[src/rtl/div_pkg.sv]
// Shared constants and the result-entry layout for the divider result buffer.
package div_pkg;

    localparam int N_DEFAULT = 5;
    localparam int M_DEFAULT = 3;
    localparam int Q_W       = N_DEFAULT - M_DEFAULT + 1;
    localparam int R_W       = M_DEFAULT;

    typedef struct packed {
        logic [Q_W-1:0] quotient;
        logic [R_W-1:0] remainder;
        logic           div_zero;
    } div_entry_t;

    function automatic int count_width(input int depth);
        return $clog2(depth) + 1;
    endfunction

endpackage

[src/rtl/div_result_fifo.sv]
// Result FIFO storage and pointers; head data reads as zero when empty.
module div_result_fifo #(
    parameter int W     = 7,
    parameter int DEPTH = 4
) (
    input  logic                       clk,
    input  logic                       reset,
    input  logic                       wr_en,
    input  logic                       rd_en,
    input  logic [W-1:0]               wr_data,
    output logic [W-1:0]               rd_data,
    output logic [$clog2(DEPTH):0]     count,
    output logic                       full,
    output logic                       empty
);

    localparam int AW = $clog2(DEPTH);
    localparam logic [AW:0] DEPTH_C = (AW+1)'(DEPTH);

    logic [W-1:0]  mem [DEPTH];
    logic [AW-1:0] wr_ptr_reg;
    logic [AW-1:0] rd_ptr_reg;
    logic [AW:0]   count_reg;

    always_ff @(posedge clk) begin
        if (wr_en)
            mem[wr_ptr_reg] <= wr_data;
    end

    // DEPTH is a power of two, so the natural pointer rollover is the modulo wrap
    always_ff @(posedge clk or posedge reset) begin
        if (reset) begin
            wr_ptr_reg <= '0;
            rd_ptr_reg <= '0;
            count_reg  <= '0;
        end else begin
            if (wr_en)
                wr_ptr_reg <= wr_ptr_reg + 1'b1;
            if (rd_en)
                rd_ptr_reg <= rd_ptr_reg + 1'b1;
            count_reg <= count_reg + (AW+1)'(wr_en) - (AW+1)'(rd_en);
        end
    end

    assign empty   = (count_reg == '0);
    assign full    = (count_reg == DEPTH_C);
    assign count   = count_reg;
    assign rd_data = empty ? '0 : mem[rd_ptr_reg];

endmodule

[src/rtl/div_result_buffer.sv]
// Divider result buffer: FIFO, credit/inflight tracking and sticky error.
// Optional per-entry divide-by-zero flag enabled by DIV_RESULT_ZERO_FLAG_EN.
module div_result_buffer
    import div_pkg::*;
#(
    parameter int N     = N_DEFAULT,
    parameter int M     = M_DEFAULT,
    parameter int DEPTH = 4
) (
    input  logic                     clk,
    input  logic                     reset,
    input  logic                     issue,
    output logic                     credit_ok,
    input  logic                     cell_rdy,
    input  logic [N-M:0]             cell_merchant,
    input  logic [M-1:0]             cell_remainder,
    input  logic [M-1:0]             cell_divisor,
    output logic                     out_valid,
    input  logic                     out_ready,
    output logic [N-M:0]             out_quotient,
    output logic [M-1:0]             out_remainder,
    output logic                     out_div_zero,
    output logic [$clog2(DEPTH):0]   occupancy,
    output logic                     overflow_err
);

    localparam int QW = N - M + 1;
    localparam int CW = $clog2(DEPTH) + 1;
    localparam logic [CW-1:0] DEPTH_C = CW'(DEPTH);
    localparam logic [CW:0]   DEPTH_S = (CW+1)'(DEPTH);
`ifdef DIV_RESULT_ZERO_FLAG_EN
    localparam int EW = QW + M + 1;
`else
    localparam int EW = QW + M;
`endif

    logic [EW-1:0] wr_data;
    logic [EW-1:0] rd_data;
    logic [CW-1:0] count;
    logic          full;
    logic          empty;
    logic          wr_en;
    logic          rd_en;
    logic          drop;
    logic [CW-1:0] occ_next;
    logic [CW-1:0] inflight_reg;
    logic [CW-1:0] inflight_next;
    logic [CW:0]   credit_sum;
    logic          credit_ok_reg;
    logic          overflow_err_reg;

`ifdef DIV_RESULT_ZERO_FLAG_EN
    assign wr_data      = {cell_merchant, cell_remainder, (cell_divisor == '0)};
    assign out_div_zero = rd_data[0];
`else
    logic unused_divisor;
    assign unused_divisor = ^cell_divisor;
    assign wr_data        = {cell_merchant, cell_remainder};
    assign out_div_zero   = 1'b0;
`endif

    assign rd_en = ~empty & out_ready;
    // A pop in the same cycle frees the slot, so a full FIFO still accepts the push
    assign wr_en = cell_rdy & (~full | rd_en);
    assign drop  = cell_rdy & full & ~rd_en;

    div_result_fifo #(
        .W     (EW),
        .DEPTH (DEPTH)
    ) u_fifo (
        .clk     (clk),
        .reset   (reset),
        .wr_en   (wr_en),
        .rd_en   (rd_en),
        .wr_data (wr_data),
        .rd_data (rd_data),
        .count   (count),
        .full    (full),
        .empty   (empty)
    );

    assign out_valid     = ~empty;
    assign out_quotient  = rd_data[EW-1 -: QW];
    assign out_remainder = rd_data[EW-QW-1 -: M];
    assign occupancy     = count;

    always_comb begin
        inflight_next = inflight_reg;
        if (issue && !cell_rdy && inflight_reg != DEPTH_C)
            inflight_next = inflight_reg + 1'b1;
        else if (!issue && cell_rdy && inflight_reg != '0)
            inflight_next = inflight_reg - 1'b1;
    end

    assign occ_next   = count + CW'(wr_en) - CW'(rd_en);
    assign credit_sum = {1'b0, occ_next} + {1'b0, inflight_next};

    always_ff @(posedge clk or posedge reset) begin
        if (reset) begin
            inflight_reg     <= '0;
            credit_ok_reg    <= 1'b1;
            overflow_err_reg <= 1'b0;
        end else begin
            inflight_reg  <= inflight_next;
            credit_ok_reg <= (credit_sum < DEPTH_S);
            if (drop || (issue && !credit_ok_reg) || (cell_rdy && inflight_reg == '0))
                overflow_err_reg <= 1'b1;
        end
    end

    assign credit_ok    = credit_ok_reg;
    assign overflow_err = overflow_err_reg;

endmodule
[config.mk]
export PLATFORM = sky130hd
export DESIGN_NAME = div_result_buffer
export DESIGN_NICKNAME = d
export VERILOG_FILES = /design/src/rtl/div_pkg.sv /design/src/rtl/div_result_fifo.sv /design/src/rtl/div_result_buffer.sv
export SDC_FILE = /design/constraint.sdc
export NUM_CORES = 1
export LEC_CHECK = 0
export CORE_MARGIN = 3
export CORE_UTILIZATION = 47
export CTS_CLUSTER_DIAMETER = 150
export DETAILED_ROUTE_END_ITERATION = 8
export PLACE_DENSITY_LB_ADDON = 0.2
export SETUP_SLACK_MARGIN = 0.4
export SLEW_MARGIN = 20
export SYNTH_ARGS = -nofsm -noshare
export SYNTH_HDL_FRONTEND = slang
export SYNTH_SLANG_ARGS = --single-unit
[constraint.sdc]
create_clock -name clk -period 2.9 [get_ports clk]
set_input_delay 0.87 -clock clk [delete_from_list [all_inputs] [get_ports clk]]
set_output_delay 0.87 -clock clk [all_outputs]
set_load 0.03 [all_outputs]
==> impl_summary.log, run 1 <==
INFO  metric power_per_cell_area = 1160 nW/um^2
INFO  metric initialDrtViolationCount = 26
INFO  metric fin_util = 66.30%
INFO  metric ctsRootBufferMaster = clkbuf_8
INFO  metric finalNetCount = 187
INFO  metric syn_area_per_cell = 14.42 sq um
INFO  metric totalPowerFinal = 2.648 mW
INFO  metric syn2layout_area_growth = 31.89%
INFO  metric clock_tree_from_tritoncts = done
INFO  metric post_synth_xor_area_fraction = 3.037%
INFO  metric required_time_of_the_critical_path = 3.11 ns
INFO  metric cts_sinks = 36
INFO  metric hold_violations = 0
INFO  metric max-vdd-ir-drop = 0.5440 mV
INFO  metric drv_cap = 0
INFO  metric avg_vias_per_cell = 5.014
INFO  metric floorplan.initialDensity = 50.27%
INFO  metric die_area = 4446 sq um
INFO  metric setup.worst_path.end_class = flip-flop
INFO  metric ant_nets = 0
INFO  metric fmax = 325.5 MHz
INFO  metric overflow = 0
INFO  metric mostFrequentLayoutCell = edfxtp_1
INFO  metric crit_end = credit_ok$_DFF_PP1_
INFO  metric setup_ws = -0.1725 ns
INFO  metric grt.total_usage = 16.15%
INFO  metric dieHeight = 66.68 um
INFO  metric die_width = 66.68 um
INFO  metric leakage = 0.9467 nW
INFO  metric synth_nets = 146
INFO  metric synth_simple_gate_area_share = 9.617%
INFO  metric min_period = 3.072 ns
INFO  metric most_used_cells_in_the_layout_excluding_fill_and_tap_cells = edfxtp_1 (24), buf_4 (14), clkdlybuf4s50_1 (13)
INFO  metric largest_register_ff_count = 24
INFO  metric netlist_area = 1730 sq um
INFO  metric final_cell_area = 2282 sq um
INFO  metric fin_worst_skew = 0.005572 ns
INFO  metric drive_above_1_share = 34.57%
INFO  metric grt_util_met3 = 3.541%
INFO  metric postSynth.topFlopCell = edfxtp_1
INFO  metric cts_buffers = 5
INFO  metric number_of_antenna_violations_at_the_first_check_in_global_routing = 0
INFO  metric crit_path_max_fanout = 2
INFO  metric post-route-period-util = 105.9%
INFO  metric pin_count_of_the_biggest_net_entering_global_routing = 13
INFO  metric async_flop_share = 33.33%
INFO  metric remaining_drc_errors = 0
INFO  metric setup.worst_path.class = in2reg
INFO  metric first_pass_grt_wire_length = 5.202 mm
INFO  metric setup_violations = 1
INFO  metric port-buffer-count = 22
INFO  metric class_of_the_tightest_hold_or_removal_check = reg2reg
INFO  metric hold-worst-slack = 0.5107 ns
INFO  metric worst_slew_pin_slew = 0.5096 ns
INFO  metric cts_buffer_depth = 2
INFO  metric worstReg2RegEnd = credit_ok$_DFF_PP1_
INFO  metric n_antenna_cell = 0
INFO  metric cts.reportedPaths.clkPinSlew = 0.07 ns
INFO  metric via_count_of_the_first_global_routing_pass = 1,095
INFO  metric reg2reg_from = u_fifo.count[2]$_DFF_PP0_
INFO  metric total_routed_length = 3.127 mm
INFO  metric core_region_area = 3442 sq um
INFO  metric count_of_synthesis_stage_warnings_from_yosys = 0
INFO  metric violations = negative setup slack
INFO  metric postSynthCellCount = 120
INFO  metric placement_rows = 21
INFO  metric r2r_cells = 12
INFO  metric h-tree-depth = 2
INFO  metric cp.arrival = 3.28 ns
INFO  metric yosys_register_bits = 36
INFO  metric worst_skew_pair.late_latency = 0.28 ns
INFO  metric final_weighted_congestion_in_routability_driven_placement = 0.7967
INFO  metric yosys-mux-area-fraction = 7.809%
INFO  metric synthDistinctLibCells = 37
INFO  metric run_status = finished, violations left
INFO  metric post_drt_wl_per_cell = 15.03 um
INFO  metric r2r_slack = -0.04 ns
INFO  metric vias = 1,043
INFO  metric gr-usage-met2 = 27.72%
INFO  metric cts.hold.buffers_added = 0
INFO  metric worstSetupStartpointType = input pin
INFO  metric rsz0062_at_grt = yes
INFO  metric main_combinational_cell_family_by_area_after_synthesis = simple AND/OR/NAND/NOR gates
INFO  metric drtPass1Iterations = 4
INFO  metric placed_cell_area = 2069 sq um
INFO  metric worst_setup_path_startpoint = out_ready
INFO  metric gr-usage-met1 = 20.11%
INFO  metric synth_seq_area_share = 59.07%
INFO  metric num_io_pins = 27
INFO  metric yosys.area_share.adder = 9.111%
INFO  metric slew_violations = 0
INFO  metric relative_slew_margins = 65.99%
INFO  metric synth-edff-count = 24
INFO  metric grt_busiest_layer = met2
INFO  metric dp_hpwl = 2.233 mm
INFO  metric synth-compound-area-share = 6.074%
## layout make-up
type,count,area [sq um]
Fill cell,249,1160
Sequential cell,36,1023
Multi-Input combinational cell,65,666.9
Timing Repair Buffer,40,377.9
Clock buffer,6,72.57
Tap cell,46,57.56
Inverter,13,48.80
Clock inverter,2,35.03
## critical path, stage by stage
cell     delay, ns
buf_4         0.12
nor4b_4       0.31
nor2b_4       0.07
inv_2         0.05
ha_1          0.21
inv_1         0.05
ha_1          0.12
inv_1         0.04
fa_2          0.35
xnor2_2       0.16
xnor2_2       0.16
ha_1          0.29
or3_1         0.30
a31oi_1       0.16
## timing repair
action                     in CTS  in global routing
pin swaps                       7                  3
buffers inserted                4                  4
resized for setup              57                 10
setup endpoints to repair      10                  6
## Yosys cell counts, types with 2 or more instances
master    instances  area share, %
clkbuf_1          2           0.43
inv_1            13            2.8
and2_2            6            2.6
dfrtp_1          11             16
ha_1             11            8.0
xnor2_1           5            2.5
nor2b_1           2           0.72
o211ai_1          2           0.87
edfxtp_1         24             42
or3_1             2           0.72
o21ai_0           4            1.2
nand2_1           3           0.65
buf_4             2           0.87
and2_1            4            1.4
a21oi_1           2           0.58
mux4_2            6            7.8
## worst min path at each step
stage / start / endpoint / slack [ns] / depth (start not counted)
2_1_floorplan: inflight_reg[2]$_DFF_PP0_ / inflight_reg[1]$_DFF_PP0_ / 0.57 / 1
3_3_place_gp: overflow_err$_DFFE_PP0P_ / overflow_err$_DFFE_PP0P_ / 0.48 / 2
3_5_place_dp: overflow_err$_DFFE_PP0P_ / overflow_err$_DFFE_PP0P_ / 0.50 / 2
4_1_cts: overflow_err$_DFFE_PP0P_ / overflow_err$_DFFE_PP0P_ / 0.52 / 2
5_1_grt: overflow_err$_DFFE_PP0P_ / overflow_err$_DFFE_PP0P_ / 0.55 / 2
6_report: overflow_err$_DFFE_PP0P_ / overflow_err$_DFFE_PP0P_ / 0.51 / 2
## metal layers
layer  part of all wire, %  vias to the layer above
met5                     0                        -
met4                  0.64                        0
met3                   3.0                        4
met2                    55                       19
met1                    41                      516
li1                      -                      504
## report_power, final
part           leakage, nW  total [mW]  internal (mW)  switching (mW)
clock               0.0552       0.422          0.255           0.167
sequential           0.357       0.806          0.713          0.0933
combinational        0.535        1.42          0.736           0.683
## logic make-up (layout without fill, tap and decap cells)
kind of cell	after synthesis	count (layout)
compound gates	15	15
xor+xnor	6	6
fa+ha+maj	12	12
buf+inv	19	61
flops	36	36
mux	6	6
other cells	1	1
simple gates	25	25
## through the flow
stage / TNS, ns / setup WS (ns) / instances
after floorplan: -0.3125 / -0.3125 / 120
after global placement: -1.094 / -0.8951 / 192
after global routing: -0.2957 / -0.2957 / 208
after detailed placement: -1.275 / -0.9639 / 192
final: -0.1725 / -0.1725 / 208
after CTS: -0.2229 / -0.2229 / 204
(Power assumes the default switching activity.)
==> inputs of run 2 (changes only) <==
Settings changed: REMOVE_ABC_BUFFERS set to 1.
==> impl_summary.log, run 2 (synthesis gave the netlist of run 1 again) <==
INFO  metric comb_power_share = 55.6% (was 53.6%)
INFO  metric number_of_antenna_violations_at_the_first_check_in_global_routing = 0 (unchanged)
INFO  metric cts_buffers = 5 (unchanged)
INFO  metric num_io_pins = 27 (unchanged)
INFO  metric n_antenna_cell = 0 (unchanged)
INFO  metric cts.reportedPaths.clkPinSlew = 0.07 ns (about the same)
INFO  metric setup_ws = -0.1713 ns (was -0.1725 ns)
INFO  metric finalNetCount = 186 (was 187)
INFO  metric hold_violations = 0 (unchanged)
INFO  metric worstSetupStartpointType = input pin (unchanged)
INFO  metric run_status = finished, violations left (unchanged)
INFO  metric dpl_worst_slack = -1.142 ns (was -0.9639 ns)
INFO  metric vias = 1,034 (was 1,043)
INFO  metric remaining_drc_errors = 0 (unchanged)
INFO  metric die_area = 4446 sq um (unchanged)
INFO  metric cts.hold.buffers_added = 0 (unchanged)
INFO  metric cts_buffer_depth = 2 (unchanged)
INFO  metric grt_util_met3 = 5.734% (was 3.541%)
INFO  metric numPlacedInstances = 191 (was 192)
INFO  metric max-vdd-ir-drop = 0.4947 mV (was 0.5440 mV)
INFO  metric core_region_area = 3442 sq um (unchanged)
INFO  metric cts_sinks = 36 (unchanged)
INFO  metric placement_rows = 21 (unchanged)
INFO  metric clkPwrFrac = 12.5% (was 15.9%)
INFO  metric port-buffer-count = 22 (unchanged)
INFO  metric grt.total_usage = 17.05% (was 16.15%)
INFO  metric violations = negative setup slack (unchanged)
INFO  metric gr-usage-met1 = 20.31% (was 20.11%)
INFO  metric mostFrequentLayoutCell = edfxtp_1 (unchanged)
INFO  metric ant_nets = 0 (unchanged)
INFO  metric critPathSlowestCell = fa_2 (unchanged)
INFO  metric dp_hpwl = 2.205 mm (was 2.233 mm)
INFO  metric fin_util = 66.34% (was 66.30%)
INFO  metric slew_violations = 0 (unchanged)
INFO  metric layoutNonFillerInstCount = 207 (was 208)
INFO  metric class_of_the_tightest_hold_or_removal_check = reg2reg (unchanged)
INFO  metric required_time_of_the_critical_path = 3.11 ns (about the same)
INFO  metric final_weighted_congestion_in_routability_driven_placement = 0.8244 (was 0.7967)
INFO  metric min_period = 3.071 ns (was 3.072 ns)
INFO  metric cp.arrival = 3.28 ns (about the same)
INFO  metric via_count_of_the_first_global_routing_pass = 1,112 (was 1,095)
INFO  metric initialDrtViolationCount = 43 (was 26)
INFO  metric largest_register_ff_count = 24 (unchanged)
INFO  metric fmax = 325.6 MHz (was 325.5 MHz)
INFO  metric dieHeight = 66.68 um (unchanged)
INFO  metric setup.worst_path.class = in2reg (unchanged)
INFO  metric worstPathCellList = buf_6 > nor4b_4 > nor2b_4 > inv_2 > ha_4 > inv_4 > ha_4 > inv_2 > fa_2 > xnor2_2 > xnor2_2 > ha_1 > or3_1 > a31oi_1 (was buf_4 > nor4b_4 > nor2b_4 > inv_2 > ha_1 > inv_1 > ha_1 > inv_1 > fa_2 > xnor2_2 > xnor2_2 > ha_1 > or3_1 > a31oi_1)
INFO  metric setup_violations = 1 (unchanged)
INFO  metric crit_path_max_fanout = 2 (unchanged)
INFO  metric sequentialPowerShare = 31.9% (was 30.5%)
INFO  metric fin_worst_skew = 0.008322 ns (was 0.005572 ns)
INFO  metric most_used_cells_in_the_layout_excluding_fill_and_tap_cells = edfxtp_1 (24), buf_6 (13), clkdlybuf4s50_1 (13) (was edfxtp_1 (24), buf_4 (14), clkdlybuf4s50_1 (13))
INFO  metric drtPass1Iterations = 4 (unchanged)
INFO  metric total_routed_length = 3.084 mm (was 3.127 mm)
INFO  metric hold-worst-slack = 0.4992 ns (was 0.5107 ns)
INFO  metric power_per_cell_area = 1130 nW/um^2 (was 1160 nW/um^2)
INFO  metric drive_above_1_share = 37.27% (was 34.57%)
INFO  metric first_pass_grt_wire_length = 5.388 mm (was 5.202 mm)
INFO  metric pin_count_of_the_biggest_net_entering_global_routing = 13 (unchanged)
INFO  metric clock_tree_from_tritoncts = done (unchanged)
INFO  metric h-tree-depth = 2 (unchanged)
INFO  metric drv_cap = 0 (unchanged)
INFO  metric die_width = 66.68 um (unchanged)
INFO  metric ctsRootBufferMaster = clkbuf_8 (unchanged)
INFO  metric post-route-period-util = 105.9% (about the same)
INFO  metric gr-usage-met2 = 28.22% (was 27.72%)
INFO  metric leakage = 0.9279 nW (was 0.9467 nW)
INFO  metric avg_vias_per_cell = 4.995 (was 5.014)
INFO  metric internal_power = 1.635 mW (was 1.704 mW)
INFO  metric p_switching = 0.9462 mW (was 0.9437 mW)
INFO  metric p_sw_share = 36.66% (was 35.64%)
INFO  metric overflow = 0 (unchanged)
INFO  metric timing.critical_path.slowest_cell_delay = 0.37 ns (was 0.35 ns)
INFO  metric floorplan.initialDensity = 50.27% (unchanged)
INFO  metric worst_skew_pair.late_latency = 0.28 ns (about the same)
INFO  metric setup.worst_path.end_class = flip-flop (unchanged)
INFO  metric post_drt_wl_per_cell = 14.90 um (was 15.03 um)
INFO  metric rsz0062_at_grt = yes (unchanged)
INFO  metric syn2layout_area_growth = 31.96% (was 31.89%)
INFO  metric setup_tns = -0.1713 ns (was -0.1725 ns)
INFO  metric grt_busiest_layer = met2 (unchanged)
==> run 2: routing by layer <==
layer	vias to the layer above	share of wire [%]
li1	507	-
met1	490	43
met2	31	50
met3	6	5.2
met4	0	1.6
met5	-	0
==> run 2: layout make-up <==
cell class / instances / area [sq um]
fillers: 245 / 1159
flip-flops and latches: 36 / 1025
multi-input cells: 65 / 696.9
repair buffers: 39 / 372.9
clock buffers: 7 / 76.32
well taps: 46 / 57.56
inverters: 13 / 51.30
clock inverters: 1 / 3.754
==> run 2: final timing paths <==
path	endpoint	slack, ns	cells after the start	start
min in group asynchronous	u_fifo.count[1]$_DFF_PP0_	0.90	2	reset
max	credit_ok$_DFF_PP1_	-0.17	14	out_ready
min	overflow_err$_DFFE_PP0P_	0.50	2	overflow_err$_DFFE_PP0P_
min reg2reg	overflow_err$_DFFE_PP0P_	0.50	2	overflow_err$_DFFE_PP0P_
max reg2reg	credit_ok$_DFF_PP1_	-0.04	12	u_fifo.count[0]$_DFF_PP0_
max in group asynchronous	u_fifo.rd_ptr_reg[0]$_DFFE_PP0N_	1.66	2	reset
==> run 2: power groups by stage <==
stage	clock network [mW]	registers, mW	logic [mW]
2_1_floorplan	0	0.877	0.700
3_3_place_gp	0	0.834	1.13
3_5_place_dp	0	0.845	1.16
4_1_cts	0.332	0.824	1.35
5_1_grt	0.362	0.843	1.58
6_report	0.322	0.824	1.44
==> run 2: repair_timing <==
| action | 4_1_cts | 5_1_grt |
|---|---|---|
| pin swaps | 11 | 7 |
| gates resized for setup | 70 | 11 |
| setup endpoints to repair | 10 | 8 |
| setup buffers | 5 | 3 |
==> run 2: per-stage QoR <==
stage                     total power, mW  area (sq um)
after floorplan                     1.577          1692
after global placement              1.964          2037
after detailed placement            2.002          2037
after CTS                           2.503          2232
after global routing                2.780          2283
final                               2.581          2283
==> run 2: critical path, delay by kind of cell <==
kind,cells,cell delay [ns]
buffers and inverters,4,0.25
xor gates and xnor gates,2,0.31
and+or+nand+nor,3,0.73
AOI/OAI and AO/OA,1,0.15
adders and majority gates,4,0.96
==> inputs of run 3 (changes only) <==
Settings changed: CORE_UTILIZATION 47 to 53.
Clock period 2.9 ns to 3.9 ns, I/O delays scaled along.
==> impl_summary.log, run 3 (synthesis gave the netlist of run 1 again) <==
INFO  metric ctsRootBufferMaster = clkbuf_4 (was clkbuf_8)
INFO  metric fin_util = 68.54% (was 66.34%)
INFO  metric comb_power_share = 50.8% (was 55.6%)
INFO  metric post_drt_wl_per_cell = 15.26 um (was 14.90 um)
INFO  metric most_used_cells_in_the_layout_excluding_fill_and_tap_cells = edfxtp_1 (24), clkdlybuf4s50_1 (20), inv_1 (10), dfrtp_1 (10), ha_1 (9) (was edfxtp_1 (24), buf_6 (13), clkdlybuf4s50_1 (13))
INFO  metric layoutNonFillerInstCount = 194 (was 207)
INFO  metric numPlacedInstances = 183 (was 191)
INFO  metric via_count_of_the_first_global_routing_pass = 1,071 (was 1,112)
INFO  metric required_time_of_the_critical_path = 4.18 ns (was 3.11 ns)
INFO  metric setup_violations = 0 (was 1)
INFO  metric num_io_pins = 27 (unchanged)
INFO  metric slew_violations = 0 (unchanged)
INFO  metric first_pass_grt_wire_length = 5.126 mm (was 5.388 mm)
INFO  metric worst_skew_pair.late_latency = 0.35 ns (was 0.28 ns)
INFO  metric placed_cell_area = 1989 sq um (was 2037 sq um)
INFO  metric worstSetupStartpointType = input pin (unchanged)
INFO  metric p_sw_share = 39.22% (was 36.66%)
INFO  metric port-buffer-count = 22 (unchanged)
INFO  metric fmax = 296.4 MHz
INFO  metric initialDrtViolationCount = 27 (was 43)
INFO  metric drive_above_1_share = 28.67% (was 37.27%)
INFO  metric h-tree-depth = 2 (unchanged)
INFO  metric max-vdd-ir-drop = 0.4559 mV (was 0.4947 mV)
INFO  metric min_period = 3.374 ns
INFO  metric dp_hpwl = 2.155 mm (was 2.205 mm)
INFO  metric cts_sinks = 36 (unchanged)
INFO  metric leakage = 0.8332 nW (was 0.9279 nW)
INFO  metric die_area = 3987 sq um (was 4446 sq um)
INFO  metric total_routed_length = 2.961 mm (was 3.084 mm)
INFO  metric overflow = 0 (unchanged)
INFO  metric floorplan.initialDensity = 56.22% (was 50.27%)
INFO  metric post-route-period-util = 86.50%
INFO  metric avg_vias_per_cell = 5.124 (was 4.995)
INFO  metric crit_path_max_fanout = 2 (unchanged)
INFO  metric met2RoutedLength = 1.487 mm (was 1.549 mm)
INFO  metric syn2layout_area_growth = 21.91% (was 31.96%)
INFO  metric die_width = 63.14 um (was 66.68 um)
INFO  metric setup_ws = 0.5265 ns (was -0.1713 ns)
INFO  metric cts_buffers = 5 (unchanged)
INFO  metric finalNetCount = 175 (was 186)
INFO  metric largest_register_ff_count = 24 (unchanged)
INFO  metric remaining_drc_errors = 0 (unchanged)
INFO  metric drtPass1Iterations = 4 (unchanged)
INFO  metric n_antenna_cell = 0 (unchanged)
INFO  metric clock_tree_from_tritoncts = done (unchanged)
INFO  metric class_of_the_tightest_hold_or_removal_check = reg2reg (unchanged)
INFO  metric dpl_worst_slack = -0.3746 ns (was -1.142 ns)
INFO  metric drv_cap = 0 (unchanged)
INFO  metric core_region_area = 3078 sq um (was 3442 sq um)
INFO  metric cts.hold.buffers_added = 0 (unchanged)
INFO  metric cts.reportedPaths.clkPinSlew = 0.11 ns (was 0.07 ns)
INFO  metric grt.total_usage = 17.46% (was 17.05%)
INFO  metric top_layer = met4 (unchanged)
INFO  metric hold-worst-slack = 0.5032 ns (was 0.4992 ns)
INFO  metric placement_rows = 20 (was 21)
INFO  metric totalPowerFinal = 1.685 mW (was 2.581 mW)
INFO  metric rsz0062_at_grt = no (was yes)
INFO  metric hold_violations = 0 (unchanged)
INFO  metric power_per_cell_area = 798.6 nW/um^2 (was 1130 nW/um^2)
INFO  metric setup_tns = 0 ns (was -0.1713 ns)
INFO  metric p_switching = 0.6607 mW (was 0.9462 mW)
INFO  metric setup.worst_path.class = in2reg (unchanged)
INFO  metric clkPwrFrac = 11.7% (was 12.5%)
INFO  metric final_weighted_congestion_in_routability_driven_placement = 0.7193 (was 0.8244)
INFO  metric final_cell_area = 2110 sq um (was 2283 sq um)
INFO  metric mostFrequentLayoutCell = edfxtp_1 (unchanged)
INFO  metric pin_count_of_the_biggest_net_entering_global_routing = 13 (unchanged)
INFO  metric cts_buffer_depth = 2 (unchanged)
INFO  metric run_status = finished, final reports clean (was finished, violations left)
INFO  metric fillCellCount = 246 (was 245)
INFO  metric sequentialPowerShare = 37.5% (was 31.9%)
INFO  metric setup.worst_path.end_class = flip-flop (unchanged)
INFO  metric number_of_antenna_violations_at_the_first_check_in_global_routing = 0 (unchanged)
INFO  metric met3WireLength = 128 um (was 161 um)
INFO  metric ant_nets = 0 (unchanged)
INFO  metric vias = 994 (was 1,034)
INFO  metric internal_power = 1.024 mW (was 1.635 mW)
INFO  metric dieHeight = 63.14 um (was 66.68 um)
INFO  metric wl_met1 = 1.291 mm (was 1.322 mm)
INFO  metric fin_worst_skew = 0.01433 ns (was 0.008322 ns)
INFO  metric cp.arrival = 3.65 ns (was 3.28 ns)
[run 3: worst max-delay path, stage by stage]
cell      delay [ns]
clkbuf_2        0.10
nor4b_2         0.26
buf_4           0.17
nor2b_4         0.04
inv_2           0.05
ha_4            0.19
inv_2           0.04
ha_2            0.16
inv_2           0.04
fa_2            0.34
xnor2_2         0.16
xnor2_2         0.15
ha_1            0.28
or3_1           0.34
a31oi_1         0.15
[run 3: path summary, 6_finish.rpt]
check	start	endpoint	slack (ns)	cells past startpoint
setup / recovery	out_ready	credit_ok$_DFF_PP1_	0.53	15
max in group asynchronous	reset	credit_ok$_DFF_PP1_	2.45	2
hold reg to reg	overflow_err$_DFFE_PP0P_	overflow_err$_DFFE_PP0P_	0.50	2
min in group asynchronous	reset	inflight_reg[2]$_DFF_PP0_	1.12	2
setup reg to reg	u_fifo.count[2]$_DFF_PP0_	credit_ok$_DFF_PP1_	0.72	12
hold / removal	overflow_err$_DFFE_PP0P_	overflow_err$_DFFE_PP0P_	0.50	2
[run 3: power groups by stage]
stage | Clock [mW] | Combinational, mW | Sequential, mW
after detailed placement | 0 | 0.812 | 0.636
after global routing | 0.224 | 0.956 | 0.652
after CTS | 0.204 | 0.839 | 0.633
after global placement | 0 | 0.792 | 0.630
final | 0.197 | 0.856 | 0.632
after floorplan | 0 | 0.521 | 0.652
[run 3: final cells by class]
type	instances	area, sq um	share of cell area (%)
clock inverters	3	18.77	0.8897
well taps	44	55.05	2.610
flip-flops and latches	36	1023	48.52
clock buffers	5	37.54	1.779
inverters	13	48.80	2.313
repair buffers	28	259.0	12.28
multi-input cells	65	666.9	31.61
[run 3: layer usage]
layer | global-route usage, % | vias up
met5 | 0 | -
met4 | 8.264 | 0
met3 | 5.348 | 6
met2 | 27.27 | 21
met1 | 22.18 | 486
li1 | - | 481
[run 3: timing repair]
action                                  in CTS  in global routing
gates resized for setup                     10                  6
endpoints found under the setup margin       7                  1
pin swaps                                    6                  7
buffers inserted                             2                  1
